File: config.mk
export PLATFORM = sky130hd
export DESIGN_NAME = led_pattern_sequencer
export DESIGN_NICKNAME = d
export VERILOG_FILES = /design/src/rtl/led_seq_pkg.sv /design/src/rtl/btn_debounce.sv /design/src/rtl/led_pattern_sequencer.sv
export SDC_FILE = /design/constraint.sdc
export NUM_CORES = 1
export LEC_CHECK = 0
export ABC_AREA = 1
export CORE_ASPECT_RATIO = 0.9
export CORE_MARGIN = 3
export CORE_UTILIZATION = 30
export CTS_BUF_LIST = sky130_fd_sc_hd__clkbuf_4 sky130_fd_sc_hd__clkbuf_8
export DETAILED_ROUTE_END_ITERATION = 8
export GPL_TIMING_DRIVEN = 1
export PLACE_DENSITY = 0.54
export SLEW_MARGIN = 40
export SYNTH_ARGS = -nofsm -noshare
export SYNTH_HDL_FRONTEND = slang
export SYNTH_SLANG_ARGS = --single-unit
File: constraint.sdc
create_clock -name clk -period 1.7 [get_ports clk]
set_input_delay 0.34 -clock clk [delete_from_list [all_inputs] [get_ports clk]]
set_output_delay 0.34 -clock clk [all_outputs]
set_load 0.1 [all_outputs]
File: src/rtl/led_seq_pkg.sv
// Shared types and default timing constants for the LED pattern sequencer.
package led_seq_pkg;

    typedef enum logic [1:0] {
        MODE_ROTATE = 2'd0,
        MODE_BOUNCE = 2'd1,
        MODE_BLINK  = 2'd2,
        MODE_HOLD   = 2'd3
    } mode_t;

    localparam int DEFAULT_TICK_DIV        = 6000000;
    localparam int DEFAULT_DEBOUNCE_CYCLES = 120000;

    localparam logic [3:0] LEDS_FIRST = 4'b0001;
    localparam logic [3:0] LEDS_ALL   = 4'b1111;

    function automatic mode_t next_mode(input mode_t m);
        return mode_t'(m + 2'd1);
    endfunction

endpackage

File: src/rtl/btn_debounce.sv
// Button conditioning: 2-flop synchronizer, counting debouncer, registered press pulse.
// The press pulse fires on the cycle the debounced level rises; release produces nothing.
module btn_debounce
    import led_seq_pkg::*;
#(
    parameter int DEBOUNCE_CYCLES = DEFAULT_DEBOUNCE_CYCLES
) (
    input  logic clk,
    input  logic rst_n,
    input  logic sw,
    output logic press
);

    localparam int CW = $clog2(DEBOUNCE_CYCLES + 1);
    localparam logic [CW-1:0] COUNT_LAST = CW'(DEBOUNCE_CYCLES - 1);

    logic          sync1;
    logic          sync2;
    logic          level;
    logic [CW-1:0] count;

    always_ff @(posedge clk or negedge rst_n) begin
        if (!rst_n) begin
            sync1 <= 1'b0;
            sync2 <= 1'b0;
            level <= 1'b0;
            count <= '0;
            press <= 1'b0;
        end else begin
            sync1 <= sw;
            sync2 <= sync1;
            press <= 1'b0;
            // Any sample that matches the accepted level restarts the qualification run.
            if (sync2 != level) begin
                if (count == COUNT_LAST) begin
                    level <= sync2;
                    count <= '0;
                    press <= sync2;
                end else begin
                    count <= count + CW'(1);
                end
            end else begin
                count <= '0;
            end
        end
    end

endmodule

File: src/rtl/led_pattern_sequencer.sv
// Four-mode LED pattern sequencer stepped by a tick divider, mode advanced by a debounced button.
// A press on the same cycle as a tick wins: the pattern reloads and the divider restarts.
module led_pattern_sequencer
    import led_seq_pkg::*;
#(
    parameter int TICK_DIV        = DEFAULT_TICK_DIV,
    parameter int DEBOUNCE_CYCLES = DEFAULT_DEBOUNCE_CYCLES
) (
    input  logic       clk,
    input  logic       rst_n,
    input  logic       sw,
    output logic [3:0] leds,
    output logic       led_status,
    output logic [1:0] mode
);

    localparam int DW = (TICK_DIV > 1) ? $clog2(TICK_DIV) : 1;
    localparam logic [DW-1:0] DIV_LAST = DW'(TICK_DIV - 1);

    logic          press;
    mode_t         state;
    mode_t         state_d;
    logic [DW-1:0] div;
    logic          dir_up;
    logic          tick;

    btn_debounce #(
        .DEBOUNCE_CYCLES(DEBOUNCE_CYCLES)
    ) u_btn (
        .clk   (clk),
        .rst_n (rst_n),
        .sw    (sw),
        .press (press)
    );

    always_ff @(posedge clk or negedge rst_n) begin
        if (!rst_n) begin
            state <= MODE_ROTATE;
        end else begin
            state <= state_d;
        end
    end

    always_comb begin
        state_d = state;
        tick    = (state != MODE_HOLD) && (div == DIV_LAST);
        if (press) begin
            state_d = next_mode(state);
        end
    end

    always_ff @(posedge clk or negedge rst_n) begin
        if (!rst_n) begin
            div        <= '0;
            leds       <= LEDS_FIRST;
            led_status <= 1'b0;
            dir_up     <= 1'b1;
        end else if (press) begin
            div <= '0;
            case (state_d)
                MODE_ROTATE, MODE_BOUNCE: begin
                    leds   <= LEDS_FIRST;
                    dir_up <= 1'b1;
                end
                MODE_BLINK: leds       <= LEDS_ALL;
                MODE_HOLD:  led_status <= 1'b1;
                default: ;
            endcase
        end else if (state != MODE_HOLD) begin
            if (tick) begin
                div        <= '0;
                led_status <= ~led_status;
                case (state)
                    MODE_ROTATE: leds <= {leds[2:0], leds[3]};
                    MODE_BOUNCE: begin
                        // Reverse at the ends so an end value is never shown twice in a row.
                        if (dir_up) begin
                            if (leds[3]) begin
                                leds   <= 4'b0100;
                                dir_up <= 1'b0;
                            end else begin
                                leds <= leds << 1;
                            end
                        end else begin
                            if (leds[0]) begin
                                leds   <= 4'b0010;
                                dir_up <= 1'b1;
                            end else begin
                                leds <= leds >> 1;
                            end
                        end
                    end
                    MODE_BLINK: leds <= ~leds;
                    default: ;
                endcase
            end else begin
                div <= div + DW'(1);
            end
        end
    end

    assign mode = state;

endmodule

Word level (Yosys, flattened, before mapping)
Cells that the tools add are included.

cells by class
  $add $sub $neg = 3
  equal/unequal tests = 12
  mux-type cells = 28
  bitwise gates (word level) = 2
  reductions and logical operators = 12

operators with widths
  operator                                                         count
  23-bit 2-to-1 mux                                                3
  17-bit 2-to-1 mux                                                2
  23-bit by 1-bit adder with 23-bit output, second input constant  1
  23-bit == test, second input constant                            1
  4-bit 2-to-1 mux                                                 5
  17-bit by 1-bit adder with 17-bit output, second input constant  1
  17-bit == test, second input constant                            1
  1-bit 2-to-1 mux                                                 14
  4-bit case mux with 3 select lines                               1
  4-bit case mux with 2 select lines                               1
  4-bit AND reduction                                              2
  2-bit == test, second input constant                             3
  2-bit inequality test, second input constant                     3
  2-bit nonzero test                                               3
  2-bit by 1-bit == test with 1-bit output, second input constant  2
  2-bit logical NOT                                                2
  4-bit NOT                                                        1
  4-bit nonzero test                                               1
  3-bit 2-to-1 mux                                                 1
  3-bit inequality test, second input constant                     1
  3-bit AND reduction                                              1
  2-bit by 1-bit adder with 2-bit output, second input constant    1
  2-bit 2-to-1 mux                                                 1
  2-bit AND reduction                                              1
  4 further kinds                                                  4

storage, ports and cells
  bits in registers = 52
  input bits = 3
  output and inout port bits = 7

Longest topological paths before layout
  depth after elaboration = 6
  depth in mapped cells = 11
  mapped depth without buffers = 11

Hierarchy
Synthesis repeated with hierarchy kept, for this count alone.

unflattened totals
  cell total of the unflattened synthesis = 454
  area total of the unflattened synthesis = 3274.4 um^2

by module, submodules not included
  module                 times used  cells each  area each (um^2)  seq. area each (um^2)
  led_pattern_sequencer  1           321         2144.6            778.2
  btn_debounce           1           133         1129.8            525.5

Least setup slack after synthesis
Ideal clock, no wire load.

  path kind = reg2reg
  start point = reg state[0], in the netlist mode[0]
  end point = reg leds[2]
  library setup time = 122 ps
  arrival = 2213 ps
  setup slack = -636 ps
  stages on the path, launching flop included = 11
  buffers on the path = 1
  period minus slack after synthesis = 2336 ps
  cells stage by stage = dfrtp_1 inv_1 ha_1 clkbuf_1 inv_1 a21oi_1 o21ai_0 nand2_1 nand2_1 nand3_1 nand2_1

between the ends
  longest elaborated chain between the ends = 6
  elaborated cells on any way between the ends = 21

RTL lines
  item                                                                                          line                         source
  start, declared                                                                               led_pattern_sequencer.sv:21  mode_t state;
  start signal, assigned                                                                        led_pattern_sequencer.sv:40  state <= state_d;
  2-bit by 1-bit adder with 2-bit output                                                        led_seq_pkg.sv:18            return mode_t'(m + 2'd1);
  2-bit 2-to-1 mux                                                                              led_pattern_sequencer.sv:47  if (press) begin
  2-bit by 1-bit == test with 1-bit output or 2-bit logical NOT (tied branches)                 led_pattern_sequencer.sv:60  case (state_d)
  2-bit OR reduction                                                                            led_pattern_sequencer.sv:60
  3-bit inequality test (no source line) or 4-bit case mux with 2 select lines (tied branches)  n/a
  4-bit AND reduction (no source line) or 4-bit 2-to-1 mux (tied branches)                      n/a
  end signal, assigned                                                                          led_pattern_sequencer.sv:74  MODE_ROTATE: leds <= {leds[2:0], leds[3]};
  end signal, assigned                                                                          led_pattern_sequencer.sv:82  leds <= leds << 1;
  end signal, assigned                                                                          led_pattern_sequencer.sv:89  leds <= leds >> 1;
  end, declared                                                                                 led_pattern_sequencer.sv:12  output logic [3:0] leds,

Several ways; a longest one is shown, not always the timed one. The select of a mux whose other input is x is not followed.
A chain may end at the register's enable or synchronous reset.

Worst setup path in the final report
  start point = reg state[1], in the netlist mode[1]
  end point = reg div[14]

between the ends
  longest elaborated chain between the ends = 5
  elaborated cells on any way between the ends = 6

RTL lines
  item                       line                                                      source
  2-bit inequality test (*)  led_pattern_sequencer.sv:46, led_pattern_sequencer.sv:69
  1-bit logical AND          led_pattern_sequencer.sv:46                               tick = (state != MODE_HOLD) && (div == DIV_LAST);
  23-bit 2-to-1 mux          led_pattern_sequencer.sv:70                               if (tick) begin
  23-bit 2-to-1 mux          led_pattern_sequencer.sv:69                               end else if (state != MODE_HOLD) begin
  23-bit 2-to-1 mux          led_pattern_sequencer.sv:58                               end else if (press) begin
  end signal, assigned       led_pattern_sequencer.sv:97                               div <= div + DW'(1);
  end, declared              led_pattern_sequencer.sv:23                               logic [DW-1:0] div;

Every way passes the cells marked *; elsewhere a longest branch is shown, timed or not. The select of a mux whose other input is x is not followed.

==> results.cfg <==
[outcome]
status = finished, final reports clean

[route]
avgRoutedWirePerCell_um = 12.76
final_antenna_net_count = 0
drc = 0
vias = 2608
first_pass_iters = 4
detailedRoute.firstIterationViolations = 103
routed_wl_um = 7135
avgViaCountPerCell = 4.665

[global_route]
grt_start_max_net_pins = 39
grt_pass1_vias = 2508
grt_overflow = 0
top_usage_layer = met2
met2_usage_pct = 19.13
antenna_found_initial = 0
met3_usage_pct = 2.724
use_met1_pct = 18.80
grtUsageTotal_pct = 13.02
grt_pass1_wl_um = 11950

[worst_setup_path]
end_kind = flop
arrival_ns = 1.86
crit_fanout = 9
cp.required_ns = 1.91
crit_type = reg2reg
startpoint_type = flop

[final_layout]
fillers = 1028
fin_util_pct = 37.72
drive_gt1_share_pct = 18.94
postLayoutCellArea_um2 = 3722
num-nets-final = 441
area_growth_pct = 19.96
fin_cells = 559
n_antenna_cell = 0

[clock_network]
cts-root-buf = clkbuf_8
cts_tree = built
clk_path_buf_depth = 2
clkTransAtPathRegs_ns = 0.10
cts_sinks = 52
h-tree-depth = 2
clock_latency_ns = 0.32
cts_made_buffers = 5

[synth]
synthTopCellsByCount = nand2_1, nor2_1, dfrtp_1
synth_top_area_cell = dfrtp_1
synth.area.top_cells = dfrtp_1, nand2_1, nor2_1
ys.flop_type = dfrtp_1
synth-async-reset-ratio_pct = 100.0
synth_nets = 412
yosysWarnings = 0
syn_area_per_cell_um2 = 7.700
synth_cells = 403
synth_top_area_share_pct = 40.32
ys_ff_latch = 52
synth_enable_flop_cells = 0
synth_cell_type_count = 37
synth-seq-area-share_pct = 42.02
synth.most_common_cell = nand2_1
synth_area_um2 = 3103

[die]
start_util_pct = 31.44
dieArea_um2 = 11600
die_h_um = 102.5
die_w_um = 113.2
ios = 10
rows = 34
design.core.area_um2 = 9869

[sta]
final.setup_skew_ns = 0.01033
finalSetupTns_ns = 0
period_share_pct = 96.78
slew_violations = 0
layout_min_cycle_time_ns = 1.645
setup_viol = 0
slew_headroom_pct = 72.56
layout_setup_ws_ns = 0.05468
rsz0062_at_grt = true
hold_violations = 0
fmax_mhz = 607.8
worst_pin_slew_ns = 0.4117
hold_ws_ns = 0.3581

[placement]
dp_slack_ns = 0.05938
hpwl_um = 5210
place_congestion = 0.8461
port_buffers = 9
place_area_um2 = 3508
dpl.cell_count = 542

[power]
ir_drop_mv = 0.3914
pwr-share-comb_pct = 2.8
netSwitchingFraction_pct = 24.30
power.density_nw_per_um2 = 552.0
clockPowerShare_pct = 36.3
seqPwrFrac_pct = 60.9
leakagePower_nw = 1.547
p_int_mw = 1.555
power.net_switching_mw = 0.4994
total_power_mw = 2.055

[hold_path]
hold_class = reg2reg

[run]
cap_violations = 0
## power by group through the flow
stage,Clock (mW),Combinational [mW],Sequential (mW)
finish,0.746,0.0579,1.25
detailed placement,0,0.0569,1.28
global route,0.832,0.0678,1.25
CTS,0.798,0.0590,1.25
global placement,0,0.0567,1.27
floorplan,0,0.0164,1.27
## flip-flops by register name, summed over array words and instances (netlist names)
register / count
led_status: 1
u_btn.press: 1
u_btn.count: 17
dir_up: 1
u_btn.level: 1
leds: 4
mode: 2
div: 23
u_btn.sync2: 1
u_btn.sync1: 1
## critical path, cell delays in order (launching register included)
cell     delay, ns
dfrtp_4       0.53
ha_4          0.20
inv_2         0.05
nand2_1       0.04
nor2_1        0.08
nand2_1       0.07
nor2_2        0.13
nand2_2       0.10
nand2_8       0.15
buf_12        0.14
nor2_1        0.05
## worst paths after layout
path                                       startpoint               endpoint  slack [ns]  depth (start not counted)
max in group asynchronous                       rst_n     dir_up$_DFFE_PN1P_        0.63                          3
worst max register to register      mode[1]$_DFF_PN0_    div[14]$_DFFE_PN0N_        0.05                         10
min in group asynchronous                       rst_n    div[22]$_DFFE_PN0N_        0.47                          2
worst min-delay path            u_btn.sync1$_DFF_PN0_  u_btn.sync2$_DFF_PN0_        0.36                          0
worst min register to register  u_btn.sync1$_DFF_PN0_  u_btn.sync2$_DFF_PN0_        0.36                          0
worst max-delay path                mode[1]$_DFF_PN0_    div[14]$_DFFE_PN0N_        0.05                         10
## per-layer routing
metal  vias to the layer above  wire [µm]  part of all wire, %
met5                         -          0                    0
li1                       1353          -                    -
met2                        29       3060                   43
met3                         7        242                  3.4
met4                         0        104                  1.5
met1                      1219       3728                   52
## placed cells by master, fill, tap and decap left out, drive strengths merged
master	synthesis	layout
nand2	97	97
nor2	68	68
inv	50	52
dfrtp	50	50
nand3	32	32
nor3	27	27
buf	3	23
xor2	16	16
o21ai	16	16
a21oi	14	14
nand4	11	11
ha	6	6
clkbuf	1	5
nor3b	2	2
xnor2	2	2
o211ai	2	2
dfstp	2	2
nor4	1	1
or2	1	1
a211oi	1	1
o22ai	1	1
clkinv	0	1
clkinvlp	0	1
dlygate4sd3	0	1
clkdlybuf4s50	0	1
## logic make-up (layout without fill, tap and decap cells)
| kind of cell | Yosys count | count (layout) | share of synthesized area [%] |
|---|---|---|---|
| flip-flops | 52 | 52 | 42.02 |
| XOR/XNOR | 18 | 18 | 5.081 |
| buffers and inverters | 54 | 84 | 7.177 |
| AND/OR/NAND/NOR | 239 | 239 | 37.42 |
| adder cells (fa/ha/maj) | 6 | 6 | 2.419 |
| AO/OA/AOI/OAI | 34 | 34 | 5.887 |
## what timing repair did
action	CTS	global route
hold buffers	1	0
buffers inserted	0	7
endpoints found under the hold margin	14	0
resized for setup	0	15
setup endpoints to repair	0	28
## layout make-up
cell class              count  area [µm²]  area share [%]
clock buffers               5       68.82           1.849
clock inverters             3       21.27          0.5714
inverters                  50       200.2           5.378
multi-input cells         297        1654           44.44
flip-flops and latches     52        1311           35.23
well taps                 126       157.7           4.235
repair buffers             25       302.8           8.134
repair inverters            1       6.256          0.1681
Power figures use the tool's default switching activity.
